`config.mk`:
```
export PLATFORM = sky130hd
export DESIGN_NAME = alu_mul_seq
export DESIGN_NICKNAME = d
export VERILOG_FILES = /design/src/rtl/alu_mul_seq_pkg.sv /design/src/rtl/alu_mul_seq.sv
export SDC_FILE = /design/constraint.sdc
export NUM_CORES = 1
export LEC_CHECK = 0
export ABC_AREA = 1
export CAP_MARGIN = 20
export CORE_ASPECT_RATIO = 1.25
export CORE_MARGIN = 2
export CORE_UTILIZATION = 27
export CTS_BUF_LIST = sky130_fd_sc_hd__clkbuf_4 sky130_fd_sc_hd__clkbuf_8
export DETAILED_ROUTE_END_ITERATION = 7
export PLACE_DENSITY = 0.5
export SLEW_MARGIN = 10
export SYNTH_ARGS = -nofsm -noshare
export SYNTH_HDL_FRONTEND = slang
export SYNTH_SLANG_ARGS = --single-unit
```
`constraint.sdc`:
```
create_clock -name clk -period 3.5 [get_ports clk]
set_clock_uncertainty 0.2 [all_clocks]
set_input_delay 1.05 -clock clk [delete_from_list [all_inputs] [get_ports clk]]
set_output_delay 1.05 -clock clk [all_outputs]
set_load 0.02 [all_outputs]
```
`src/rtl/alu_mul_seq_pkg.sv`:
```
// Shared ALU definitions for the multiply sequencer: control-bit weights,
// the two control words the sequencer issues, and its state encoding.
package alu_mul_seq_pkg;

  // ALU control word bit weights, packed as {ex,nx,ey,ny,f,no}
  localparam logic [5:0] ALU_EX = 6'd32;
  localparam logic [5:0] ALU_NX = 6'd16;
  localparam logic [5:0] ALU_EY = 6'd8;
  localparam logic [5:0] ALU_NY = 6'd4;
  localparam logic [5:0] ALU_F  = 6'd2;
  localparam logic [5:0] ALU_NO = 6'd1;

  // Builds a control word from individual flags so the named words below
  // read the same way the ALU documentation lists them.
  function automatic logic [5:0] alu_ctrl(input logic ex, input logic nx,
                                          input logic ey, input logic ny,
                                          input logic f,  input logic no);
    logic [5:0] w;
    w = 6'd0;
    if (ex) w = w | ALU_EX;
    if (nx) w = w | ALU_NX;
    if (ey) w = w | ALU_EY;
    if (ny) w = w | ALU_NY;
    if (f)  w = w | ALU_F;
    if (no) w = w | ALU_NO;
    return w;
  endfunction

  // x + y  (6'b101010)
  localparam logic [5:0] ALU_ADD   = alu_ctrl(1'b1, 1'b0, 1'b1, 1'b0, 1'b1, 1'b0);
  // x + 0  (6'b100010)
  localparam logic [5:0] ALU_PASSX = alu_ctrl(1'b1, 1'b0, 1'b0, 1'b0, 1'b1, 1'b0);

  typedef enum logic [1:0] {
    ST_IDLE = 2'd0,
    ST_STEP = 2'd1,
    ST_DONE = 2'd2
  } state_t;

endpackage

```
`src/rtl/alu_mul_seq.sv`:
```
// Shift-and-add 16x16 multiply sequencer driving an external combinational
// ALU. Returns the low 16 bits of a*b with a start/busy/done handshake.
// Optional feature: define MUL_EARLY_EXIT_EN to stop stepping as soon as the
// remaining multiplier bits are all zero (b=0 goes straight to DONE).
module alu_mul_seq
  import alu_mul_seq_pkg::*;
#(
  parameter int ITERS = 16
) (
  input  logic        clk,
  input  logic        reset,
  input  logic        start,
  input  logic [15:0] a,
  input  logic [15:0] b,
  output logic        busy,
  output logic        done,
  output logic [15:0] result,
  output logic [15:0] alu_x,
  output logic [15:0] alu_y,
  output logic [5:0]  alu_c,
  input  logic [15:0] alu_out
);

  localparam int CNT_W = $clog2(ITERS + 1);

  state_t           state_reg,  state_next;
  logic [15:0]      acc_reg,    acc_next;
  logic [15:0]      mcand_reg,  mcand_next;
  logic [15:0]      mplier_reg, mplier_next;
  logic [15:0]      result_reg, result_next;
  logic [CNT_W-1:0] count_reg,  count_next;
  logic             last_step;

  // Decide whether the current STEP cycle is the final shift-add step
  always_comb begin
    last_step = (count_reg == CNT_W'(ITERS - 1));
`ifdef MUL_EARLY_EXIT_EN
    // Nothing left to add once the shifted multiplier is empty
    if ((mplier_reg >> 1) == 16'd0) last_step = 1'b1;
`endif
  end

  // Next-state and datapath update for IDLE/STEP/DONE
  always_comb begin
    state_next  = state_reg;
    acc_next    = acc_reg;
    mcand_next  = mcand_reg;
    mplier_next = mplier_reg;
    count_next  = count_reg;
    result_next = result_reg;
    case (state_reg)
      ST_IDLE: begin
        if (start) begin
          acc_next    = 16'd0;
          mcand_next  = a;
          mplier_next = b;
          count_next  = '0;
          state_next  = ST_STEP;
`ifdef MUL_EARLY_EXIT_EN
          if (b == 16'd0) begin
            state_next  = ST_DONE;
            result_next = 16'd0;
          end
`endif
        end
      end
      ST_STEP: begin
        // The ALU either adds the shifted multiplicand or passes acc through
        acc_next    = alu_out;
        mcand_next  = mcand_reg << 1;
        mplier_next = mplier_reg >> 1;
        count_next  = count_reg + CNT_W'(1);
        if (last_step) begin
          state_next = ST_DONE;
          // Load result on the way into DONE so it is valid alongside done
          result_next = alu_out;
        end
      end
      ST_DONE: begin
        state_next = ST_IDLE;
      end
      default: begin
        state_next = ST_IDLE;
      end
    endcase
  end

  // State and datapath registers with synchronous reset
  always_ff @(posedge clk) begin
    if (reset) begin
      state_reg  <= ST_IDLE;
      acc_reg    <= 16'd0;
      mcand_reg  <= 16'd0;
      mplier_reg <= 16'd0;
      count_reg  <= '0;
      result_reg <= 16'd0;
    end else begin
      state_reg  <= state_next;
      acc_reg    <= acc_next;
      mcand_reg  <= mcand_next;
      mplier_reg <= mplier_next;
      count_reg  <= count_next;
      result_reg <= result_next;
    end
  end

  // Handshake and ALU bus outputs decoded from the current state
  always_comb begin
    busy   = (state_reg != ST_IDLE);
    done   = (state_reg == ST_DONE);
    result = result_reg;
    alu_x  = acc_reg;
    alu_y  = 16'd0;
    alu_c  = ALU_PASSX;
    if (state_reg == ST_STEP) begin
      alu_y = mcand_reg;
      if (mplier_reg[0]) alu_c = ALU_ADD;
    end
  end

endmodule

```
-- Word-level counts from Yosys, hierarchy flattened
Cells that the tools add are included.
- input port bits: 51
- output and inout port bits: 56
- register bits: 71
- reduce and logical (&&, ||, !) cells: 6
- mux-type cells: 14
- add/sub/neg operators: 1
- equal/unequal tests: 5
- operator list (operator ; number):
    16-bit case mux with 2 select lines ; 3
    16-bit 2-to-1 mux ; 4
    5-bit case mux with 2 select lines ; 1
    6-bit 2-to-1 mux ; 1
    2-bit AND reduction ; 3
    5-bit by 1-bit adder with 5-bit output (second input constant) ; 1
    5-bit by 4-bit == test with 1-bit output (second input constant) ; 1
    5-bit 2-to-1 mux ; 1
    2-bit 2-to-1 mux ; 2
    4-bit 2-to-1 mux ; 1
    2-bit inequality test (second input constant) ; 2
    2-bit case mux with 2 select lines ; 1
    2-bit nonzero test ; 2
    2-bit by 1-bit == test with 1-bit output (second input constant) ; 1
    2-bit == test (second input constant) ; 1
    2-bit zero test ; 1

-- Depth between registers and ports, before layout
- depth in word-level cells: 3
- depth in mapped cells: 9

-- Least setup slack after synthesis
Ideal clock, no wire load.
- path kind: register to output
- start point: register state_reg[0]
- end point: output port alu_c[3]
- path slack: 1.141 ns
- arrival: 1.109 ns
- cell stages (with the launch flop): 5
- path through: dfxtp_1 nand2_2 buf_2 buf_4 nor2_1
- word-level cells in the longest chain between the ends: 2
- RTL lines (item ; RTL line ; RTL):
    from (decl) ; alu_mul_seq.sv:26 ; state_t state_reg, state_next;
    from (signal assigned) ; alu_mul_seq.sv:98 ; state_reg <= state_next;
    2-bit by 1-bit == test with 1-bit output ; alu_mul_seq.sv:115 ; if (state_reg == ST_STEP) begin
    6-bit 2-to-1 mux ; alu_mul_seq.sv:115 ;
    to (decl) ; alu_mul_seq.sv:20 ; output logic [5:0] alu_c,
Every way passes these cells.

-- Final worst setup path
- start point: register state_reg[0]
- end point: output port alu_y[13]
- word-level cells in the longest chain between the ends: 2
- RTL lines (item ; RTL line ; RTL):
    2-bit by 1-bit == test with 1-bit output ; alu_mul_seq.sv:115 ;
    16-bit 2-to-1 mux ; alu_mul_seq.sv:115 ;
    to (decl) ; alu_mul_seq.sv:19 ; output logic [15:0] alu_y,
Every way passes these cells.

==> metrics.cfg <==
[power]
power_mw=1.86
worst_ir_drop_vdd_mv=0.215
power.density_nw_per_um2=421
p_leak_nw=1.97

[placed_design]
io_buffers=101
pre_cts_ws_ps=669
gp_congestion=0.743
detailed_place_hpwl_mm=6.11
placed_cell_area_sq_um=4220

[sta]
rsz0062_at_grt=false
max_freq_mhz=316
slew_violations=0
fin_crit_sh_pct=90.3
fin_tns_setup_ps=0
layout_setup_ws_ps=339
post-route-min-period_ps=3160
setup_viol=0
max_slew_margin_pct=61.0
worst_pin_slew_ps=584
hold_viol_final=0

[setup_path]
startpoint_type=flip-flop
path_cells=nand2_2 -> nor2_1 -> clkdlybuf4s50_1
crit_fanout=27
max_stage_delay_ps=620
worstSetupEndpointType=output port
crit_path_start=state_reg[0]
worstPathRequired_ps=2250
cpMaxStageDelayCell=clkdlybuf4s50_1
r2r_start=state_reg[0]
worst_ep_arrival_time_ps=1910
r2r_slack_ps=1480
critical_path_class=flip-flop to output port

[finish]
final_common_cell=nand2_1
fin_area_sq_um=4430
antenna_cells=0
fin_util_pct=39.7
nets=605
syn_to_final_growth_pct=43.0
layout_common_cells=nand2_1, clkdlybuf4s50_1, dfxtp_1
drive_above_1_share_pct=6.12

[synthesis]
synthTopCellsByArea=dfxtp_1, nand2_1, nand3_1, nor2_1, inv_1
ys_seq_area_share_pct=45.9
netlist_area_sq_um=3100
ys_ff_latch=71
synth_top_area_share_pct=45.9
synth_top_area_cell=dfxtp_1
ys_warn_count=0
syn_inst=458
synthDistinctLibCells=20
synth.avg_cell_area_sq_um=6.76

[worst_hold_path]
hp-class=flip-flop to flip-flop
hp-start=alu_x[5]

[drt]
num_vias=3072
avgViaCountPerCell=4.45
ant_nets=0
drcViolationCount=0
first_pass_iters=4
drt-initial-drc-count=89
routed_wl_mm=8.91
wl_per_cell_um=12.9

[global_route]
grt-ovfl-total=0
grt_max_degree=30
antenna_found_initial=0
grt_usage_pct=15.0
grt_pass1_vias=2977
grt_pass1_wl_mm=14.6

[die]
row_count=43
die_area_sq_um=12300
die_h_um=124
pin_count=107
die_w_um=99.8
start_util_pct=27.8
core_region_area_sq_um=11100

[clocking]
cts.path.max_buffers=2
clock-sinks=71
post_cts_resized=0
post_cts_buffers=0
clkTransAtPathRegs_ps=70
cts_root_buf=clkbuf_8
htree_levels=3
clk_latency_ps=340
holdBufCountCts=0
cts_tree=built
cts_buffers=9

[run]
maxCapViolations=0

[status]
status=finished clean

-- layer usage --
layer	track usage (%)	vias up	wire (um)
met2	25.0	99	3930
met3	5.39	4	819
li1	-	1598	-
met1	18.2	1371	4110
met5	0	-	0
met4	4.88	0	51
-- final timing paths --
check	endpoint	depth (start not counted)
max	alu_y[13]	3
min	alu_x[5]	2
min reg2reg	alu_x[5]	2
max reg2reg	result[3]	6
-- critical path, delay by kind of cell (launching register included) --
family        cells  cell delay (ps)
simple gates      2              510
flops             1              440
buf+inv           1              620
-- final cells by class --
| type | instances | area, sq um |
|---|---|---|
| clock buffers | 9 | 124 |
| clock inverters | 6 | 86.3 |
| fillers | 1213 | 6710 |
| inverters | 49 | 184 |
| multi-input cells | 310 | 1340 |
| flip-flops and latches | 71 | 1420 |
| well taps | 135 | 169 |
| repair buffers | 111 | 1100 |
-- synthesized netlist by cell type, drive strengths merged --
cell type	count
nor2	57
conb	2
nand3	68
o21a	1
or2	1
nand2	135
inv	49
a21oi	22
dfxtp	71
ha	2
nor3	1
buf	25
clkbuf	6
o21ai	18
-- cells by family after synthesis --
group	synth area share, %
DFF	45.9
adders and majority gates	0.808
other	0.243
AOI/OAI and AO/OA	6.83
and+or+nand+nor	35.1
buffers and inverters	11.1
-- per-stage QoR --
step                      cells  hold slack [ps]
after floorplan             461              245
after global placement      676              255
after detailed placement    676              255
after CTS                   691              265
after global routing        691              288
final                       691              262
-- report_power, final --
group,switching (mW),total [mW],internal [mW],leakage (nW)
combinational,0.157,0.288,0.130,1.29
clock,0.317,0.713,0.396,0.105
sequential,0.0199,0.864,0.844,0.580
No activity file was read; power rests on OpenSTA's default activity.
==> RTL edit (same flow settings) <==
Re-encode `state_t` (3 states) as one-hot, 3 bits wide.
--- a/src/rtl/alu_mul_seq_pkg.sv
+++ b/src/rtl/alu_mul_seq_pkg.sv
@@ -33,6 +33,6 @@
 
-  typedef enum logic [1:0] {
-    ST_IDLE = 2'd0,
-    ST_STEP = 2'd1,
-    ST_DONE = 2'd2
+  typedef enum logic [2:0] {
+    ST_IDLE = 3'b001,
+    ST_STEP = 3'b010,
+    ST_DONE = 3'b100
   } state_t;
Check against the original RTL: no difference found for any inputs over 10 cycles, from zero or initial values and one cycle with reset high; not proved beyond that.
==> RTL edit against the original RTL <==
Design area rose by 5.4%; wire length rose by 7.4%; non-clock buffer count rose by 1; worst hold slack improved by 14 ps; sequential cell count rose by 1; global-route usage fell by 0.70 points; synthesized area rose by 9.8%; setup slack got worse by 80 ps; synthesized cell count rose by 14%; power fell by 4.8%; largest power group unchanged.
==> RTL edit: results <==
set metrics [dict create \
    hp-class "reg -> reg" \
    arrival_ps 1990 \
    worst_pin_slew_ps 772 \
    synth_area_leaders "dfxtp_1 (42%), nand2_1 (16%), nand3_1 (15%), nor2_1 (7.4%), inv_1 (5.9%)" \
    grt_pass1_wl_um 15700 \
    yosysUniqueCellTypes 23 \
    synth_top_family_by_area "simple AND/OR/NAND/NOR gates" \
    firstDrtPassIters 4 \
    grt_max_degree 76 \
    yosysSeqAreaShare_pct 42.4 \
    status "finished, final reports clean" \
    wire_per_inst_um 12.4 \
    grt.total_usage_pct 14.3 \
    grt_pass1_vias 3379 \
    insertion_delay_ps 350 \
    ir_worst_vdd_v 0.000217 \
    via_per_inst 4.46 \
    drt_iter0_markers 169 \
    switching_share_pct 27.7 \
    cts-resized-gates 0 \
    fillers 1355 \
    synth_compound_area_share_pct 3.97 \
    cts_setup_buffers 0 \
    drive_gt1_share_pct 5.24 \
    synth-xor-area-share_pct 0 \
    synthTopCellsByCount "nand2_1 (147), nand3_1 (100), dfxtp_1 (72)" \
    crit_fanout 18 \
    synth.area.mux_share_pct 0 \
    antenna_found_initial 0 \
    root_buffer "clkbuf_8" \
    dp_hpwl_um 6420 \
    h-tree-depth 3 \
    num-nets-final 660 \
    gp_congestion 0.794 \
    yosysWarnings 0 \
    leakagePower_nw 2.20 \
    clk_pin_slew_ps 80 \
    cts_buffers 9 \
    num_antenna_cells 0 \
    synth_adder_area_share_pct 0.736 \
]
[RTL edit: worst paths after layout]
check               startpoint            to  slack [ps]  cells after the start
setup / recovery  state_reg[0]     alu_y[15]         260                      5
hold reg to reg     result[10]    result[10]         280                      2
setup reg to reg  state_reg[0]  mcand_reg[5]         660                      9
hold / removal      result[10]    result[10]         280                      2
[RTL edit: cell type report]
type	count	share of cell area, %
repair buffers	112	23.4
clock buffers	12	3.41
inverters	55	4.42
multi-input cells	357	33.1
clock inverters	3	0.375
well taps	164	4.40
flip-flops and latches	72	30.9
[RTL edit: per-layer routing]
| metal | GRT usage, % | up-vias | routed length (um) |
|---|---|---|---|
| met5 | 0 | - | 0 |
| met4 | 6.20 | 0 | 170 |
| met3 | 4.78 | 12 | 824 |
| met2 | 24.6 | 112 | 4400 |
| met1 | 16.3 | 1550 | 4170 |
| li1 | - | 1779 | - |
[RTL edit: power by group through the flow]
| stage | Sequential [mW] | Combinational [mW] | Clock (mW) |
|---|---|---|---|
| 2_1_floorplan | 0.900 | 0.176 | 0 |
| 3_3_place_gp | 0.902 | 0.282 | 0 |
| 3_5_place_dp | 0.903 | 0.284 | 0 |
| 4_1_cts | 0.884 | 0.286 | 0.630 |
| 5_1_grt | 0.889 | 0.321 | 0.665 |
| 6_report | 0.884 | 0.282 | 0.609 |
[RTL edit: through the flow]
step	hold slack [ps]	utilization, %	worst slack, ps	area [um^2]	cells
2_1_floorplan	256	-	1110	3410	524
3_3_place_gp	257	36.7	668	4490	760
3_5_place_dp	260	36.7	636	4490	760
4_1_cts	278	38.2	243	4670	775
5_1_grt	291	38.2	79.7	4670	775
6_report	276	38.2	260	4670	775
[RTL edit: critical path: cells and delay by family, from the launching register on]
kind | cells | cell delay, ps
flip-flops | 1 | 360
buffers and inverters | 2 | 850
AND/OR/NAND/NOR | 3 | 420
